===== config.mk =====
export PLATFORM = sky130hd
export DESIGN_NAME = gray_to_rgb_stream
export DESIGN_NICKNAME = d
export VERILOG_FILES = /design/src/rtl/pixel_pkg.sv /design/src/rtl/channel_scale.sv /design/src/rtl/gray_to_rgb_stream.sv
export SDC_FILE = /design/constraint.sdc
export NUM_CORES = 1
export LEC_CHECK = 0
export CORE_MARGIN = 3
export CORE_UTILIZATION = 53
export DETAILED_ROUTE_END_ITERATION = 16
export MAX_ROUTING_LAYER = met4
export PLACE_DENSITY = 0.76
export SYNTH_ARGS = -nofsm -noshare
export SYNTH_HDL_FRONTEND = slang
export SYNTH_SLANG_ARGS = --single-unit

===== constraint.sdc =====
create_clock -name clk -period 5.59 [get_ports clk]
set_input_delay 1.3975 -clock clk [delete_from_list [all_inputs] [get_ports clk]]
set_output_delay 1.3975 -clock clk [all_outputs]
set_load 0.1 [all_outputs]

===== src/rtl/pixel_pkg.sv =====
// Shared pixel definitions for the gray/colour conversion paths.
// Pixel width, tint fixed-point default, luma weights, mode codes.
package pixel_pkg;

  localparam int PIXEL_W       = 8;
  localparam int FRAC_BITS_DEF = 16;

  localparam logic [15:0] LUMA_R_Q16 = 16'd19595;
  localparam logic [15:0] LUMA_G_Q16 = 16'd38470;
  localparam logic [15:0] LUMA_B_Q16 = 16'd7471;

  typedef enum logic {
    MODE_REPLICATE = 1'b0,
    MODE_TINT      = 1'b1
  } mode_e;

endpackage


===== src/rtl/channel_scale.sv =====
// One colour channel: gray times a Q0.FRAC_BITS weight.
// The product is truncated (never rounded) back to a pixel.
module channel_scale
  import pixel_pkg::*;
#(
  parameter int FRAC_BITS = FRAC_BITS_DEF
) (
  input  logic [PIXEL_W-1:0]   gray,
  input  logic [FRAC_BITS-1:0] weight,
  output logic [PIXEL_W-1:0]   y
);

  logic [PIXEL_W+FRAC_BITS-1:0] prod;

  assign prod = gray * weight;
  assign y    = PIXEL_W'(prod >> FRAC_BITS);

endmodule


===== src/rtl/gray_to_rgb_stream.sv =====
// Streaming gray -> RGB expander, 2-stage valid/ready pipe.
// Config is latched per frame and travels with stage 1.
module gray_to_rgb_stream
  import pixel_pkg::*;
#(
  parameter int PIXELS_PER_FRAME = 16,
  parameter int FRAC_BITS        = FRAC_BITS_DEF
) (
  input  logic                 clk,
  input  logic                 reset,
  input  logic                 in_valid,
  output logic                 in_ready,
  input  logic [PIXEL_W-1:0]   gray,
  input  logic                 mode,
  input  logic [FRAC_BITS-1:0] tint_r,
  input  logic [FRAC_BITS-1:0] tint_g,
  input  logic [FRAC_BITS-1:0] tint_b,
  output logic                 out_valid,
  input  logic                 out_ready,
  output logic [PIXEL_W-1:0]   R,
  output logic [PIXEL_W-1:0]   G,
  output logic [PIXEL_W-1:0]   B,
  output logic                 last,
  output logic                 done
);

  localparam int CW = $clog2(PIXELS_PER_FRAME);
  localparam logic [CW-1:0] LAST_CNT = CW'(PIXELS_PER_FRAME - 1);

  logic                 stall;
  logic                 acc;
  logic                 frame_start;
  logic [CW-1:0]        cnt;

  mode_e                cfg_mode;
  logic [FRAC_BITS-1:0] cfg_tr, cfg_tg, cfg_tb;
  mode_e                cur_mode;
  logic [FRAC_BITS-1:0] cur_tr, cur_tg, cur_tb;

  logic                 s1_valid;
  logic                 s1_last;
  logic [PIXEL_W-1:0]   s1_gray;
  mode_e                s1_mode;
  logic [FRAC_BITS-1:0] s1_tr, s1_tg, s1_tb;

  logic [PIXEL_W-1:0]   sc_r, sc_g, sc_b;

  assign stall       = out_valid && !out_ready;
  assign in_ready    = !stall;
  assign acc         = in_valid && in_ready;
  assign frame_start = (cnt == '0);

  // Pixel 0 of a frame uses the live inputs, later pixels the latch
  always_comb begin
    cur_mode = cfg_mode;
    cur_tr   = cfg_tr;
    cur_tg   = cfg_tg;
    cur_tb   = cfg_tb;
    if (frame_start) begin
      cur_mode = mode_e'(mode);
      cur_tr   = tint_r;
      cur_tg   = tint_g;
      cur_tb   = tint_b;
    end
  end

  // Capture frame configuration on the first accepted pixel
  always_ff @(posedge clk or negedge reset) begin
    if (!reset) begin
      cfg_mode <= MODE_REPLICATE;
      cfg_tr   <= '0;
      cfg_tg   <= '0;
      cfg_tb   <= '0;
    end else if (acc && frame_start) begin
      cfg_mode <= mode_e'(mode);
      cfg_tr   <= tint_r;
      cfg_tg   <= tint_g;
      cfg_tb   <= tint_b;
    end
  end

  // Count accepted pixels within the frame
  always_ff @(posedge clk or negedge reset) begin
    if (!reset) begin
      cnt <= '0;
    end else if (acc) begin
      cnt <= (cnt == LAST_CNT) ? '0 : cnt + 1'b1;
    end
  end

  // Stage 1: gray, last flag and the pixel's own config
  always_ff @(posedge clk or negedge reset) begin
    if (!reset) begin
      s1_valid <= 1'b0;
      s1_last  <= 1'b0;
      s1_gray  <= '0;
      s1_mode  <= MODE_REPLICATE;
      s1_tr    <= '0;
      s1_tg    <= '0;
      s1_tb    <= '0;
    end else if (!stall) begin
      s1_valid <= in_valid;
      if (in_valid) begin
        s1_last <= (cnt == LAST_CNT);
        s1_gray <= gray;
        s1_mode <= cur_mode;
        s1_tr   <= cur_tr;
        s1_tg   <= cur_tg;
        s1_tb   <= cur_tb;
      end
    end
  end

  channel_scale #(.FRAC_BITS(FRAC_BITS)) u_sc_r (
    .gray   (s1_gray),
    .weight (s1_tr),
    .y      (sc_r)
  );

  channel_scale #(.FRAC_BITS(FRAC_BITS)) u_sc_g (
    .gray   (s1_gray),
    .weight (s1_tg),
    .y      (sc_g)
  );

  channel_scale #(.FRAC_BITS(FRAC_BITS)) u_sc_b (
    .gray   (s1_gray),
    .weight (s1_tb),
    .y      (sc_b)
  );

  // Stage 2: registered RGB, held while downstream stalls
  always_ff @(posedge clk or negedge reset) begin
    if (!reset) begin
      out_valid <= 1'b0;
      last      <= 1'b0;
      R         <= '0;
      G         <= '0;
      B         <= '0;
    end else if (!stall) begin
      out_valid <= s1_valid;
      if (s1_valid) begin
        last <= s1_last;
        if (s1_mode == MODE_TINT) begin
          R <= sc_r;
          G <= sc_g;
          B <= sc_b;
        end else begin
          R <= s1_gray;
          G <= s1_gray;
          B <= s1_gray;
        end
      end
    end
  end

  // One-cycle pulse after the last pixel leaves
  always_ff @(posedge clk or negedge reset) begin
    if (!reset) begin
      done <= 1'b0;
    end else begin
      done <= out_valid && out_ready && last;
    end
  end

endmodule


# == Yosys cells after proc, flatten, opt, wreduce, memory -nomap -nowiden ==
# Cells that the tools add are included.
# word_totals
in_bits,61
output_inout_bits,28
wordCells,42
ff_bits,139
# classes
n_mux,8
n_eq_ne,1
bitwise_logic,1
reduce_logical,10
n_addsub,1
n_mul,3
# op_table
op,count
multiplier 8 x 16 -> 24 bit,3
2-to-1 mux 16 bit,3
2-to-1 mux 8 bit,3
logical AND 1 bit,5
"adder 4 x 1 -> 4 bit, second input constant",1
"equality test 4 bit, second input constant",1
zero test 4 bit,1
2-to-1 mux 4 bit,1
AND reduction 2 bit,2
zero test 1 bit,2
2-to-1 mux 1 bit,1
NOT 1 bit,1

# == Longest topological paths before layout ==
# depth
word_depth,5
ltp_mapped,19
ltp_nobuf,18

# == Cells and area by module ==
# A second synthesis with hierarchy kept.
# hier_totals
hier_cells,1798
area_unflattened_um2,17151.4
# by_module_without_submodules
module,n_inst,seq_area_each_um2,cells_per_inst,area_per_inst_um2
gray_to_rgb_stream,1,3478.3,548,5860.6
channel_scale (u_sc_g),1,0.0,417,3816.2
channel_scale (u_sc_b),1,0.0,421,3767.4
channel_scale (u_sc_r),1,0.0,412,3707.3

# == Worst setup path after synthesis ==
# No wires, ideal clock.
# synth_timing
path_kind,reg-to-reg
from,register s1_gray[3]
to,register R[6]
synth_period_minus_slack_ns,4.824
setup_ns,0.071
path_stages_with_launch,19
path_slack_ns,0.766
required_time_ns,5.519
n_path_buf,2
t_arrival_ns,4.753
cell_sequence,dfrtp_1 > clkbuf_1 > clkbuf_1 > and2_1 > fa_1 > fa_1 > fa_1 > inv_1 > fa_1 > inv_1 > ha_1 > a21o_1 > a21o_1 > a211oi_2 > nor2_1 > a211oi_2 > o21bai_2 > or3_1 > nand3_1
# synth_via
elab_chain_len,2
# synth_rtl
item,line_no,text
"start, declared",gray_to_rgb_stream.sv:42,logic [PIXEL_W-1:0] s1_gray;
"start signal, assigned",gray_to_rgb_stream.sv:105,s1_gray <= gray;
multiplier 8 x 16 -> 24 bit,channel_scale.sv:15,assign prod = gray * weight;
2-to-1 mux 8 bit,gray_to_rgb_stream.sv:144,if (s1_mode == MODE_TINT) begin
"end signal, assigned",gray_to_rgb_stream.sv:145,R <= sc_r;
"end signal, assigned",gray_to_rgb_stream.sv:149,R <= s1_gray;
"end, declared",gray_to_rgb_stream.sv:20,"output logic [PIXEL_W-1:0] R,"
# No other way between the ends.
# A chain may end at the register's enable or synchronous reset.

# == Worst setup path after layout ==
# layout_timing
from,register s1_gray[4]
to,register G[7]
# layout_via
elab_chain_len,2
# layout_rtl
item,line_no,text
multiplier 8 x 16 -> 24 bit,channel_scale.sv:15,
2-to-1 mux 8 bit,gray_to_rgb_stream.sv:144,
"end signal, assigned",gray_to_rgb_stream.sv:146,G <= sc_g;
"end signal, assigned",gray_to_rgb_stream.sv:150,G <= s1_gray;
"end, declared",gray_to_rgb_stream.sv:21,"output logic [PIXEL_W-1:0] G,"
# No other way between the ends.

==> results by group <==
Global routing
  – Initial antenna violation count: 0
  – GRT overflow: 0
  – Global Route Usage Sum: 0.256
  – Largest net degree at the start of global routing: 60
  – Vias in the first global route: 13500
  – First-pass GRT wire length: 67.0 mm

Layout
  – Layout cell share with drive strength beyond 1: 0.0429
  – Layout Nets: 2265
  – Fillers: 2534
  – Area taken by multi-input logic gates: 0.0119 mm²
  – Antenna cell count: 0
  – Storage cell area: 0.00348 mm²
  – P&R area growth vs syn: 11.4%

Timing
  – Fmax: 198 MHz
  – RSZ-0062 raised after global routing: no
  – Final setup TNS: 0 ps
  – Skew final: 19.1 ps
  – Worst slew slack as a fraction of its limit: 0.234
  – Slew @ Worst Pin: 1150 ps
  – Final Hold Viols: 0
  – Period Utilization, post-route: 0.902
  – Final setup viols: 0
  – Slew Viols, Final: 0
  – Final worst path period need: 5040 ps

CTS
  – CTS HTree Levels: 4
  – CTS Hold Bufs: 0
  – Post-CTS Setup Repair Bufs: 0
  – CTS buffer count: 17
  – Root buf cell: clkbuf_16
  – CTS tree: built
  – Clock transition at the registers of the reported paths: 60 ps
  – Later-pin clock latency in the skew report: 450 ps
  – Clk sink count: 139
  – Clock buffer depth: 2
  – Cts repair resizes: 0

Die
  – Core area: 0.0308 mm²
  – Die Width: 183 µm
  – Die area: 0.0336 mm²
  – IO Pins: 89
  – Rows: 64
  – Starting Density: 0.541
  – Die boundary height: 183 µm

Job
  – Max-Cap Viols: 0

Synthesis
  – Top-count cell post-synth: and2_1
  – Syn_nets: 2211
  – Post-synth EDFFs: 0
  – Synth Instances: 1776
  – Mapped Avg Cell Area: 9.39 µm²
  – Sequential area share after synthesis: 0.209
  – Post-synth top area share: 0.299
  – Post-synth ARST share: 1.00
  – Synthesized flop and latch total: 139
  – Mapped Area: 0.0167 mm²
  – Ranking of synthesized cells by area: fa_1 30%, dfrtp_1 21%, and2_1 12%, ha_1 9.4%, inv_1 6.1%
  – YS warnings: 0
  – Distinct cells, synth: 56
  – Post-synth top flop: dfrtp_1
  – Cell taking the most area after synthesis: fa_1
  – Most frequent cells after synthesis: 317 x and2_1, 271 x inv_1, 249 x fa_1, 248 x nand2_1, 139 x dfrtp_1

Drt
  – Remaining antenna violation count: 0
  – DRT iter0 DRCs: 667
  – Via count: 12200
  – First-pass iteration count of the detailed router: 5
  – DRC violations left: 0
  – Drt via density: 5.47
  – Final WL: 38.7 mm
  – Avg WL per Cell: 17.3 µm

Setup path
  – Critical Path Fanout Max: 35
  – Critical path origin: s1_gray[4]$_DFFE_PN0P_
  – Worst r2r src: s1_gray[4]$_DFFE_PN0P_
  – Data required, critical path: 5920 ps
  – CP Launch Type: flip-flop
  – Worst Setup End Kind: flip-flop
  – Crit Path Class: reg -> reg
  – Arrival time at the worst endpoint: 5370 ps

Hold path
  – HP Class: reg -> reg
  – Hold path start: cfg_tb[15]$_DFFE_PN0P_

Placed design
  – Hpwl dp: 28.4 mm
  – GPL Wtd Cong: 0.940
  – PortBufs: 88

Outcome
  – Outcome: complete, no violations
logic make-up (layout without fill, tap and decap cells):
group	after synthesis	count (layout)	share of synthesized area
XOR/XNOR	13	13	0.00683
adder cells (fa/ha/maj)	374	374	0.393
AND/OR/NAND/NOR	652	652	0.203
AO/OA/AOI/OAI	181	181	0.0680
flip-flops	139	139	0.209
buffers and inverters	350	416	0.0800
multiplexers	67	67	0.0410
layout make-up:
type	instances	share of cell area
Clock buffer	20	0.0246
Sequential cell	139	0.187
Inverter	271	0.0548
Clock inverter	11	0.00647
Multi-Input combinational cell	1287	0.640
Tap cell	396	0.0267
Timing Repair Buffer	114	0.0606
sequential cells by signal, summed over array words and instances (netlist names):
signal / count
B: 8
G: 8
R: 8
cfg_mode: 1
cfg_tb: 16
cfg_tg: 16
cfg_tr: 16
cnt: 4
done: 1
last: 1
out_valid: 1
s1_gray: 8
s1_last: 1
s1_mode: 1
s1_tb: 16
s1_tg: 16
s1_tr: 16
s1_valid: 1
metrics by stage:
stage | util | area, µm² | hold WS [ps] | instances | setup slack (ps)
5_1_grt | 0.602 | 18600 | 491 | 2238 | 300
4_1_cts | 0.602 | 18600 | 476 | 2238 | 581
2_1_floorplan | - | 16700 | 439 | 1776 | 766
3_5_place_dp | 0.584 | 18000 | 462 | 2207 | 593
6_report | 0.602 | 18600 | 474 | 2238 | 547
3_3_place_gp | 0.584 | 18000 | 456 | 2207 | 729
critical path, stage by stage, from the launching register on:
cell and delay (ps):
dfrtp_1 520, buf_12 250, and2_1 170, fa_1 430, fa_1 510, fa_1 490
inv_1 50, fa_1 480, inv_1 50, ha_1 300, a211oi_1 300, o21ai_1 130
o2111a_1 160, a2111o_1 440, a31o_1 270, a21oi_2 160, xnor2_1 130, o21ai_1 70
final timing paths:
kind / end / depth (start not counted) / slack (ps)
worst max register to register: G[7]$_DFFE_PN0P_ / 17 / 550
min in group asynchronous: G[7]$_DFFE_PN0P_ / 1 / 860
worst min register to register: cfg_tb[15]$_DFFE_PN0P_ / 2 / 470
max in group asynchronous: cfg_tr[7]$_DFFE_PN0P_ / 2 / 3640
worst max-delay path: G[7]$_DFFE_PN0P_ / 17 / 550
worst min-delay path: cfg_tb[15]$_DFFE_PN0P_ / 2 / 470
layout by cell type, fill, tap and decap left out, types with 14 or more instances in the layout:
master,instances
clkbuf_16,17
mux2i_1,57
ha_1,125
o21ai_0,77
fa_1,249
and2_1,317
clkdlybuf4s50_1,86
a21oi_1,28
dfrtp_1,139
nand3_1,17
nand2_1,247
inv_1,271
a21o_1,14
nor2_1,24
buf_4,23
metal layers:
metal	global-route usage	share of wire	vias up	wire length (µm)
li1	-	-	5637	-
met1	0.322	0.43	6257	16600
met2	0.432	0.51	273	19600
met3	0.0403	0.042	64	1650
met4	0.0731	0.022	0	867
met5	-	0	-	0
Power is left out: the tool's default activity adds up to more than one toggle a clock period on the data nets, which glitch-free logic cannot reach.
